`src/rtl/carbon_uart_pkg.sv`:
```
// Shared types and constants for the carbon UART transmitter.
package carbon_uart_pkg;

  localparam int unsigned CARBON_UART_DATA_BITS = 8;
  localparam int unsigned CARBON_UART_IDX_W     = $clog2(CARBON_UART_DATA_BITS);

  typedef enum logic [1:0] {
    IDLE  = 2'd0,
    START = 2'd1,
    DATA  = 2'd2,
    STOP  = 2'd3
  } uart_tx_state_e;

endpackage

```
`src/rtl/carbon_uart_fifo.sv`:
```
// Synchronous byte FIFO with registered level/full/empty; pushes while full and pops while empty are ignored.
module carbon_uart_fifo
  import carbon_uart_pkg::*;
#(
  parameter int unsigned DEPTH   = 16,
  parameter int unsigned WIDTH   = CARBON_UART_DATA_BITS,
  localparam int unsigned LEVEL_W = $clog2(DEPTH + 1)
) (
  input  logic               clk,
  input  logic               rst_n,
  input  logic               push,
  input  logic [WIDTH-1:0]   wr_data,
  input  logic               pop,
  output logic [WIDTH-1:0]   rd_data,
  output logic [LEVEL_W-1:0] level,
  output logic               full,
  output logic               empty
);

  localparam int unsigned PTR_W = $clog2(DEPTH);

  logic [WIDTH-1:0]   mem [DEPTH];
  logic [PTR_W-1:0]   wr_ptr;
  logic [PTR_W-1:0]   rd_ptr;
  logic               push_ok;
  logic               pop_ok;
  logic [LEVEL_W-1:0] level_n;

  // Full is judged on the registered state, so a same-cycle pop cannot make room.
  assign push_ok = push && !full;
  assign pop_ok  = pop && !empty;
  assign rd_data = mem[rd_ptr];

  always_comb begin
    level_n = level;
    if (push_ok && !pop_ok) begin
      level_n = level + LEVEL_W'(1);
    end else if (!push_ok && pop_ok) begin
      level_n = level - LEVEL_W'(1);
    end
  end

  always_ff @(posedge clk) begin
    if (!rst_n) begin
      wr_ptr <= '0;
      rd_ptr <= '0;
      level  <= '0;
      full   <= 1'b0;
      empty  <= 1'b1;
    end else begin
      if (push_ok) wr_ptr <= wr_ptr + PTR_W'(1);
      if (pop_ok)  rd_ptr <= rd_ptr + PTR_W'(1);
      level <= level_n;
      full  <= (level_n == LEVEL_W'(DEPTH));
      empty <= (level_n == '0);
    end
  end

  // Storage needs no reset; the pointers define what is valid.
  always_ff @(posedge clk) begin
    if (push_ok) mem[wr_ptr] <= wr_data;
  end

endmodule

```
`src/rtl/carbon_uart_tx.sv`:
```
// Console UART transmitter: buffers MMIO byte strobes and sends them as 8N1/8N2 frames on txd.
module carbon_uart_tx
  import carbon_uart_pkg::*;
#(
  parameter int unsigned CLK_DIV    = 16,
  parameter int unsigned FIFO_DEPTH = 16,
  parameter int unsigned STOP_BITS  = 1,
  localparam int unsigned LEVEL_W   = $clog2(FIFO_DEPTH + 1)
) (
  input  logic                             clk,
  input  logic                             rst_n,
  input  logic                             tx_valid,
  input  logic [CARBON_UART_DATA_BITS-1:0] tx_byte,
  input  logic                             ovf_clr,
  output logic                             txd,
  output logic                             busy,
  output logic [LEVEL_W-1:0]               fifo_level,
  output logic                             fifo_full,
  output logic                             overflow
);

  localparam int unsigned STOP_LEN = STOP_BITS * CLK_DIV;
  localparam int unsigned CNT_W    = (STOP_LEN > 1) ? $clog2(STOP_LEN) : 1;
  localparam int unsigned IDX_W    = CARBON_UART_IDX_W;

  uart_tx_state_e                   state_q, state_n;
  logic [CNT_W-1:0]                 bit_cnt_q, bit_cnt_n;
  logic [IDX_W-1:0]                 bit_idx_q, bit_idx_n;
  logic [CARBON_UART_DATA_BITS-1:0] shift_q, shift_n;
  logic [CARBON_UART_DATA_BITS-1:0] fifo_head;
  logic                             fifo_empty;
  logic                             pop_c;
  logic                             txd_c;
  logic                             drop_c;

  carbon_uart_fifo #(
    .DEPTH (FIFO_DEPTH),
    .WIDTH (CARBON_UART_DATA_BITS)
  ) u_fifo (
    .clk     (clk),
    .rst_n   (rst_n),
    .push    (tx_valid),
    .wr_data (tx_byte),
    .pop     (pop_c),
    .rd_data (fifo_head),
    .level   (fifo_level),
    .full    (fifo_full),
    .empty   (fifo_empty)
  );

  assign drop_c = tx_valid && fifo_full;

  // Next-state and line level; a new frame chains straight out of STOP when data is waiting.
  always_comb begin
    state_n   = state_q;
    bit_cnt_n = bit_cnt_q;
    bit_idx_n = bit_idx_q;
    shift_n   = shift_q;
    pop_c     = 1'b0;
    txd_c     = 1'b1;
    unique case (state_q)
      IDLE: begin
        if (!fifo_empty) begin
          pop_c     = 1'b1;
          shift_n   = fifo_head;
          bit_cnt_n = CNT_W'(CLK_DIV - 1);
          state_n   = START;
        end
      end
      START: begin
        txd_c = 1'b0;
        if (bit_cnt_q == '0) begin
          bit_idx_n = '0;
          bit_cnt_n = CNT_W'(CLK_DIV - 1);
          state_n   = DATA;
        end else begin
          bit_cnt_n = bit_cnt_q - CNT_W'(1);
        end
      end
      DATA: begin
        txd_c = shift_q[0];
        if (bit_cnt_q == '0) begin
          shift_n = shift_q >> 1;
          if (bit_idx_q == IDX_W'(CARBON_UART_DATA_BITS - 1)) begin
            bit_cnt_n = CNT_W'(STOP_LEN - 1);
            state_n   = STOP;
          end else begin
            bit_idx_n = bit_idx_q + IDX_W'(1);
            bit_cnt_n = CNT_W'(CLK_DIV - 1);
          end
        end else begin
          bit_cnt_n = bit_cnt_q - CNT_W'(1);
        end
      end
      STOP: begin
        txd_c = 1'b1;
        if (bit_cnt_q == '0) begin
          if (!fifo_empty) begin
            pop_c     = 1'b1;
            shift_n   = fifo_head;
            bit_cnt_n = CNT_W'(CLK_DIV - 1);
            state_n   = START;
          end else begin
            state_n = IDLE;
          end
        end else begin
          bit_cnt_n = bit_cnt_q - CNT_W'(1);
        end
      end
      default: state_n = IDLE;
    endcase
  end

  // txd and busy follow the current state by one cycle so the pin is driven straight from a flop.
  always_ff @(posedge clk) begin
    if (!rst_n) begin
      state_q   <= IDLE;
      bit_cnt_q <= '0;
      bit_idx_q <= '0;
      shift_q   <= '0;
      txd       <= 1'b1;
      busy      <= 1'b0;
      overflow  <= 1'b0;
    end else begin
      state_q   <= state_n;
      bit_cnt_q <= bit_cnt_n;
      bit_idx_q <= bit_idx_n;
      shift_q   <= shift_n;
      txd       <= txd_c;
      busy      <= (state_q != IDLE) || !fifo_empty;
      if (drop_c) begin
        overflow <= 1'b1;
      end else if (ovf_clr) begin
        overflow <= 1'b0;
      end
    end
  end

endmodule
```
`config.mk`:
```
export PLATFORM = sky130hd
export DESIGN_NAME = carbon_uart_tx
export DESIGN_NICKNAME = d
export VERILOG_FILES = /design/src/rtl/carbon_uart_pkg.sv /design/src/rtl/carbon_uart_fifo.sv /design/src/rtl/carbon_uart_tx.sv
export SDC_FILE = /design/constraint.sdc
export NUM_CORES = 1
export LEC_CHECK = 0
export CORE_MARGIN = 2
export CORE_UTILIZATION = 35
export DETAILED_ROUTE_END_ITERATION = 12
export HOLD_SLACK_MARGIN = 0.15
export PLACE_DENSITY = 0.54
export SKIP_CTS_REPAIR_TIMING = 1
export SLEW_MARGIN = 20
export SYNTH_ARGS = -nofsm -noshare
export SYNTH_HDL_FRONTEND = slang
export SYNTH_SLANG_ARGS = --single-unit
export TNS_END_PERCENT = 5
```
`constraint.sdc`:
```
create_clock -name clk -period 6.5 [get_ports clk]
set_input_delay 1.3 -clock clk [delete_from_list [all_inputs] [get_ports clk]]
set_output_delay 1.3 -clock clk [all_outputs]
set_load 0.005 [all_outputs]
```
==> reports/results.txt, run 1 <==
reg2reg setup slack: 3770 ps
asr flop ratio synth: 0
Pleak: 2.54 nW
Post-route DRC: 0
Mapped Nets: 461
Setup-failing EPs final: 0
Global Route Usage Sum: 0.146
clock insertion delay at the later pin of the skew report: 430 ps
maximum root-to-sink buffer count: 2
via count: 3689
pwr dens: 384 mW/mm²
CTS Buf Count: 17
number of global-route vias before repair: 3775
Max transition margin: 0.313
drt pass-1 iters: 5
post-synthesis sequential area ratio: 0.672
Area Growth Syn to Fin: 14.6%
Layout Nets: 483
CP max FO: 11
Total Wirelength: 14000 µm
Hold WS: 477 ps
Post-synth EDFFs: 128
TritonCTS clock tree: built
Reg clk slew, reported paths: 70 ps
Post-DRT Antenna Nets: 0
final setup margin: 3410 ps
Comb power frac: 0.249
P_sw: 0.924 mW
internal power: 2.11 mW
Critical path buffers and inverters: 2
critical-path cell list: clkdlybuf4s50_1 -> nor2b_1 -> buf_4 -> nand2_1 -> nor3_1
Final Wtd Congestion: 0.838
Iter 0 DRT Violations: 308
Synth warnings: 0
DIE HEIGHT: 144 µm
Yosys reg bits: 167
outcome: completed
core box area: 0.0194 mm²
CP delay by family, top: simple AND/OR/NAND/NOR gates
CTS H-tree lvls: 4
Avg Inst Size Synth: 15.9 µm²
Max IR drop VDD: 0.200 mV
Hold Path Class: flop to flop
Worst path slowest cell: nor3_1
Final Cell Area: 0.00789 mm²
Critical Path RT: 6540 ps
WS Path Type: primary input to flop
Tightest Pin Transition: 1020 ps
port bufs: 20
Via density: 5.04
Final Hold Violating Endpoints: 0
layout cells sized above 1: 0.191
WP data arrival: 3130 ps
antenna violations before repair: 0
# rows: 51
TNS Setup: 0 ps
commonest non-fill, non-tap cell in the layout: edfxtp_1
Final period util: 0.475
clock network power share: 0.300
FMAX: 324 MHz
Syn Inst Count: 433
Worst Setup Start Kind: primary input
ANT cells: 0
chip width: 144 µm
Wirelength per Cell: 19.1 µm
CTS root buf: clkbuf_16
Starting Density: 0.355
Pwr Total: 3.03 mW
first-pass GRT wire length: 21900 µm
slowest stage delay, CP: 820 ps
largest net degree at the start of global routing: 32
Setup crit end kind: flop
switching share of power: 0.305
Mapped Area: 0.00689 mm²
placed instance count: 701
post-detail-place hpwl: 9200 µm
max-slew violations: 0
Synth cell types: 51
most frequent cells in the layout: edfxtp_1 (128), dfxtp_1 (38), mux4_2 (32)
fin util: 0.407
area post-placement: 0.00735 mm²
fin cells: 732
minimum clock period: 3090 ps
RSZ-0062 raised after global routing: false
most used flip-flop cell after synthesis: edfxtp_1
Seq pwr share: 0.450
Top Ports: 21
CTS sink count: 167
pre-CTS setup slack: 2890 ps
GR Overflow Total: 0
clk_skew: 13.7 ps
max cap viols: 0
DIE AREA: 0.0208 mm²
==> metal layers <==
| layer | vias up | routed length [µm] | track usage |
|---|---|---|---|
| li1 | 1732 | - | - |
| met1 | 1843 | 6540 | 0.200 |
| met2 | 95 | 6500 | 0.226 |
| met3 | 19 | 695 | 0.0401 |
| met4 | 0 | 224 | 0.0506 |
| met5 | - | 0 | 0 |
==> logic make-up (layout without fill, tap and decap cells) <==
| logic type | after synthesis | in the layout | synth area share |
|---|---|---|---|
| flops | 167 | 167 | 0.672 |
| simple gates | 90 | 90 | 0.0672 |
| fa+ha+maj | 16 | 16 | 0.0291 |
| mux | 52 | 52 | 0.136 |
| buf+inv | 33 | 67 | 0.0202 |
| compound gates | 67 | 67 | 0.0654 |
| xor+xnor | 8 | 8 | 0.0102 |
==> Yosys cell counts (all sizes together) (2+ instances only) <==
cell type,count,share of area
clkbuf,11,0.0060
o41ai,2,0.0036
ha,16,0.029
mux4,32,0.10
mux2,15,0.025
and2,5,0.0045
inv,14,0.0076
o21ai,19,0.014
mux2i,5,0.0073
nand3,3,0.0022
and3,3,0.0035
buf,8,0.0065
nand2b,5,0.0045
xnor2,5,0.0064
a21oi,18,0.013
or3b,3,0.0038
a21boi,6,0.0065
a211oi,2,0.0022
nor3,7,0.0051
nor2b,4,0.0036
o211ai,3,0.0033
xor2,3,0.0038
a222oi,7,0.010
nand2,20,0.011
o21a,3,0.0044
dfxtp,39,0.11
nor3b,2,0.0022
nor2,27,0.015
edfxtp,128,0.56
nand4,5,0.0045
==> flip-flops by register name (all words and copies together), names as in the netlist, 2 cells and up, named ones only <==
| name | flops |
|---|---|
| u_fifo.wr_ptr | 4 |
| state_q | 2 |
| bit_idx_q | 3 |
| bit_cnt_q | 4 |
| shift_q | 8 |
| u_fifo.mem | 128 |
| u_fifo.level | 5 |
| u_fifo.rd_ptr | 4 |
==> power by group through the flow <==
stage	Clock [mW]	Combinational [mW]	Sequential [mW]
floorplan	0	0.612	1.32
global placement	0	0.739	1.39
detailed placement	0	0.749	1.39
CTS	0.932	0.755	1.37
global route	0.980	0.840	1.39
finish	0.909	0.756	1.37
==> final timing paths <==
path	startpoint	end	cells after the start
min reg2reg	shift_q[7]	shift_q[7]	2
max reg2reg	state_q[0]	u_fifo.empty	7
min	shift_q[7]	shift_q[7]	2
max	tx_valid	u_fifo.mem[3][6]	5
==> cell type report <==
| class | count | area (µm²) |
|---|---|---|
| clock buffer | 19 | 433 |
| fill | 1781 | 11500 |
| inverter | 14 | 52.6 |
| clock inverter | 12 | 92.6 |
| multi-input combinational | 233 | 2140 |
| tap | 265 | 332 |
| timing repair buffer | 22 | 215 |
| sequential | 167 | 4630 |
==> worst reg2reg max path, stage by stage (launching register included) <==
cell and delay (ps):
dfxtp_1 380, inv_1 110, ha_1 430, or3b_1 460, o21ai_1 400, nor3_1 140
or4_4 430, o41ai_2 280
(Power assumes the default switching activity.)
==> inputs of run 2 (changes only) <==
- PLACE_DENSITY: 0.54 -> 0.56
- clock period: 6.5 -> 2.6 ns (I/O delays scaled with it)
==> reports/results.txt, run 2 (synthesis results as in run 1) <==
Top Ports: 21 (unchanged)
chip width: 144 µm (unchanged)
CP max FO: 5 (was 11)
ANT cells: 0 (unchanged)
fin cells: 756 (was 732)
Iter 0 DRT Violations: 326 (was 308)
Hold WS: 465 ps (was 477 ps)
biggest regs: u_fifo.mem x128, shift_q x8, u_fifo.level x5 (unchanged)
outcome: completed (unchanged)
clk_skew: 13.0 ps (was 13.7 ps)
Via density: 5.03 (was 5.04)
met2 GRT Util: 0.243 (was 0.226)
clock insertion delay at the later pin of the skew report: 430 ps (about the same)
fin util: 0.418 (was 0.407)
Most flops, register: u_fifo.mem (unchanged)
Critical Path RT: 2930 ps (was 6540 ps)
WP data arrival: 2840 ps (was 3130 ps)
DIE HEIGHT: 144 µm (unchanged)
commonest non-fill, non-tap cell in the layout: edfxtp_1 (unchanged)
maximum root-to-sink buffer count: 2 (unchanged)
first-pass GRT wire length: 22500 µm (was 21900 µm)
WS Path Type: flop to flop (was primary input to flop)
layout cells sized above 1: 0.230 (was 0.191)
max reg flops: 128 (unchanged)
TNS Setup: 0 ps (unchanged)
Tightest Pin Transition: 670 ps (was 1020 ps)
Final period util: 0.964
placed instance count: 725 (was 701)
CTS H-tree lvls: 4 (unchanged)
Setup-failing EPs final: 0 (unchanged)
Worst Setup Start Kind: flop (was primary input)
port bufs: 20 (unchanged)
r2r worst-path depth: 7 (unchanged)
Area Growth Syn to Fin: 17.7% (was 14.6%)
drt pass-1 iters: 4 (was 5)
CP Launch Point: state_q[0] (was tx_valid)
Post-route DRC: 0 (unchanged)
Critical path buffers and inverters: 1 (was 2)
post-detail-place hpwl: 9220 µm (was 9200 µm)
Starting Density: 0.355 (unchanged)
minimum clock period: 2510 ps
CP endpoint: u_fifo.empty (was u_fifo.mem[3][6])
R2R Path Start: state_q[0] (unchanged)
Max IR drop VDD: 0.510 mV (was 0.200 mV)
Worst path slowest cell: or4_4 (was nor3_1)
slowest stage delay, CP: 480 ps (was 820 ps)
Wirelength per Cell: 18.6 µm (was 19.1 µm)
GR Layer Usage met3: 0.0401 (unchanged)
Setup crit end kind: flop (unchanged)
Total Wirelength: 14000 µm (about the same)
# rows: 51 (unchanged)
max cap viols: 0 (unchanged)
CP delay by family, top: simple AND/OR/NAND/NOR gates (unchanged)
DIE AREA: 0.0208 mm² (unchanged)
antenna violations before repair: 0 (unchanged)
most frequent cells in the layout: edfxtp_1 (128), dfxtp_1 (37), mux4_2 (32) (was edfxtp_1 (128), dfxtp_1 (38), mux4_2 (32))
critical path depth: 7 (was 5)
Pleak: 2.68 nW (was 2.54 nW)
Post-DRT Antenna Nets: 0 (unchanged)
largest net degree at the start of global routing: 32 (unchanged)
Reg clk slew, reported paths: 60 ps (was 70 ps)
via count: 3801 (was 3689)
reg2reg setup slack: 90 ps (was 3770 ps)
TritonCTS clock tree: built (unchanged)
CTS Buf Count: 17 (unchanged)
Global Route Usage Sum: 0.148 (was 0.146)
CTS root buf: clkbuf_16 (unchanged)
Layout Nets: 507 (was 483)
grt peak-use layer: met2 (unchanged)
Max transition margin: 0.553 (was 0.313)
GR Overflow Total: 0 (unchanged)
Worst Hold Launch: shift_q[7] (unchanged)
max-slew violations: 0 (unchanged)
number of global-route vias before repair: 3957 (was 3775)
Crit Reg-Reg Endpoint: u_fifo.empty (unchanged)
Hold Path Class: flop to flop (unchanged)
CTS sink count: 167 (unchanged)
pwr dens: 959 mW/mm² (was 384 mW/mm²)
GRT met1 Usage: 0.193 (was 0.200)
FMAX: 399 MHz
Final Hold Violating Endpoints: 0 (unchanged)
Final Wtd Congestion: 0.798 (was 0.838)
RSZ-0062 raised after global routing: false (unchanged)
critical-path cell list: inv_1 -> ha_1 -> or3b_1 -> o21a_4 -> and3_4 -> or4_4 -> o41ai_2 (was clkdlybuf4s50_1 -> nor2b_1 -> buf_4 -> nand2_1 -> nor3_1)
core box area: 0.0194 mm² (unchanged)
[run 2: cell type report]
class / count / area [µm²]
fill: 1794 / 11300
clock inverter: 13 / 120
timing repair buffer: 46 / 420
sequential: 167 / 4630
multi-input combinational: 233 / 2120
clock buffer: 18 / 429
tap: 265 / 332
inverter: 14 / 52.6
[run 2: worst min path at each step]
| stage | endpoint | slack (ps) | cells after the start |
|---|---|---|---|
| 6_report | shift_q[7] | 460 | 2 |
| 5_1_grt | bit_idx_q[1] | 500 | 2 |
| 4_1_cts | shift_q[7] | 460 | 2 |
| 3_5_place_dp | shift_q[7] | 450 | 2 |
| 3_3_place_gp | shift_q[7] | 450 | 2 |
| 2_1_floorplan | shift_q[7] | 440 | 2 |
[run 2: through the flow]
step / total power [mW] / setup WS (ps) / cell area (µm²)
final: 7.78 / 94.8 / 8100
after global routing: 8.23 / 15.5 / 8100
after CTS: 7.84 / 88.4 / 8100
after detailed placement: 5.45 / 84.0 / 7550
after global placement: 5.39 / 173 / 7550
after floorplan: 4.83 / 176 / 6890
[run 2: worst register-to-register path: stages (launching register included)]
cell	delay (ps)
dfxtp_1	380
inv_1	110
ha_1	330
or3b_1	440
o21a_4	240
and3_4	170
or4_4	480
o41ai_2	270
[run 2: metal layers]
| layer | wire [µm] | up-vias |
|---|---|---|
| met1 | 6300 | 1925 |
| met2 | 6930 | 70 |
| met4 | 213 | 0 |
| met3 | 582 | 20 |
| li1 | - | 1786 |
| met5 | 0 | - |
[run 2: power by group]
group	total (mW)	switching [mW]	internal (mW)	leakage, nW
registers	3.29	0.182	3.11	1.48
clock network	2.38	1.06	1.32	0.269
logic	2.10	1.09	1.01	0.933
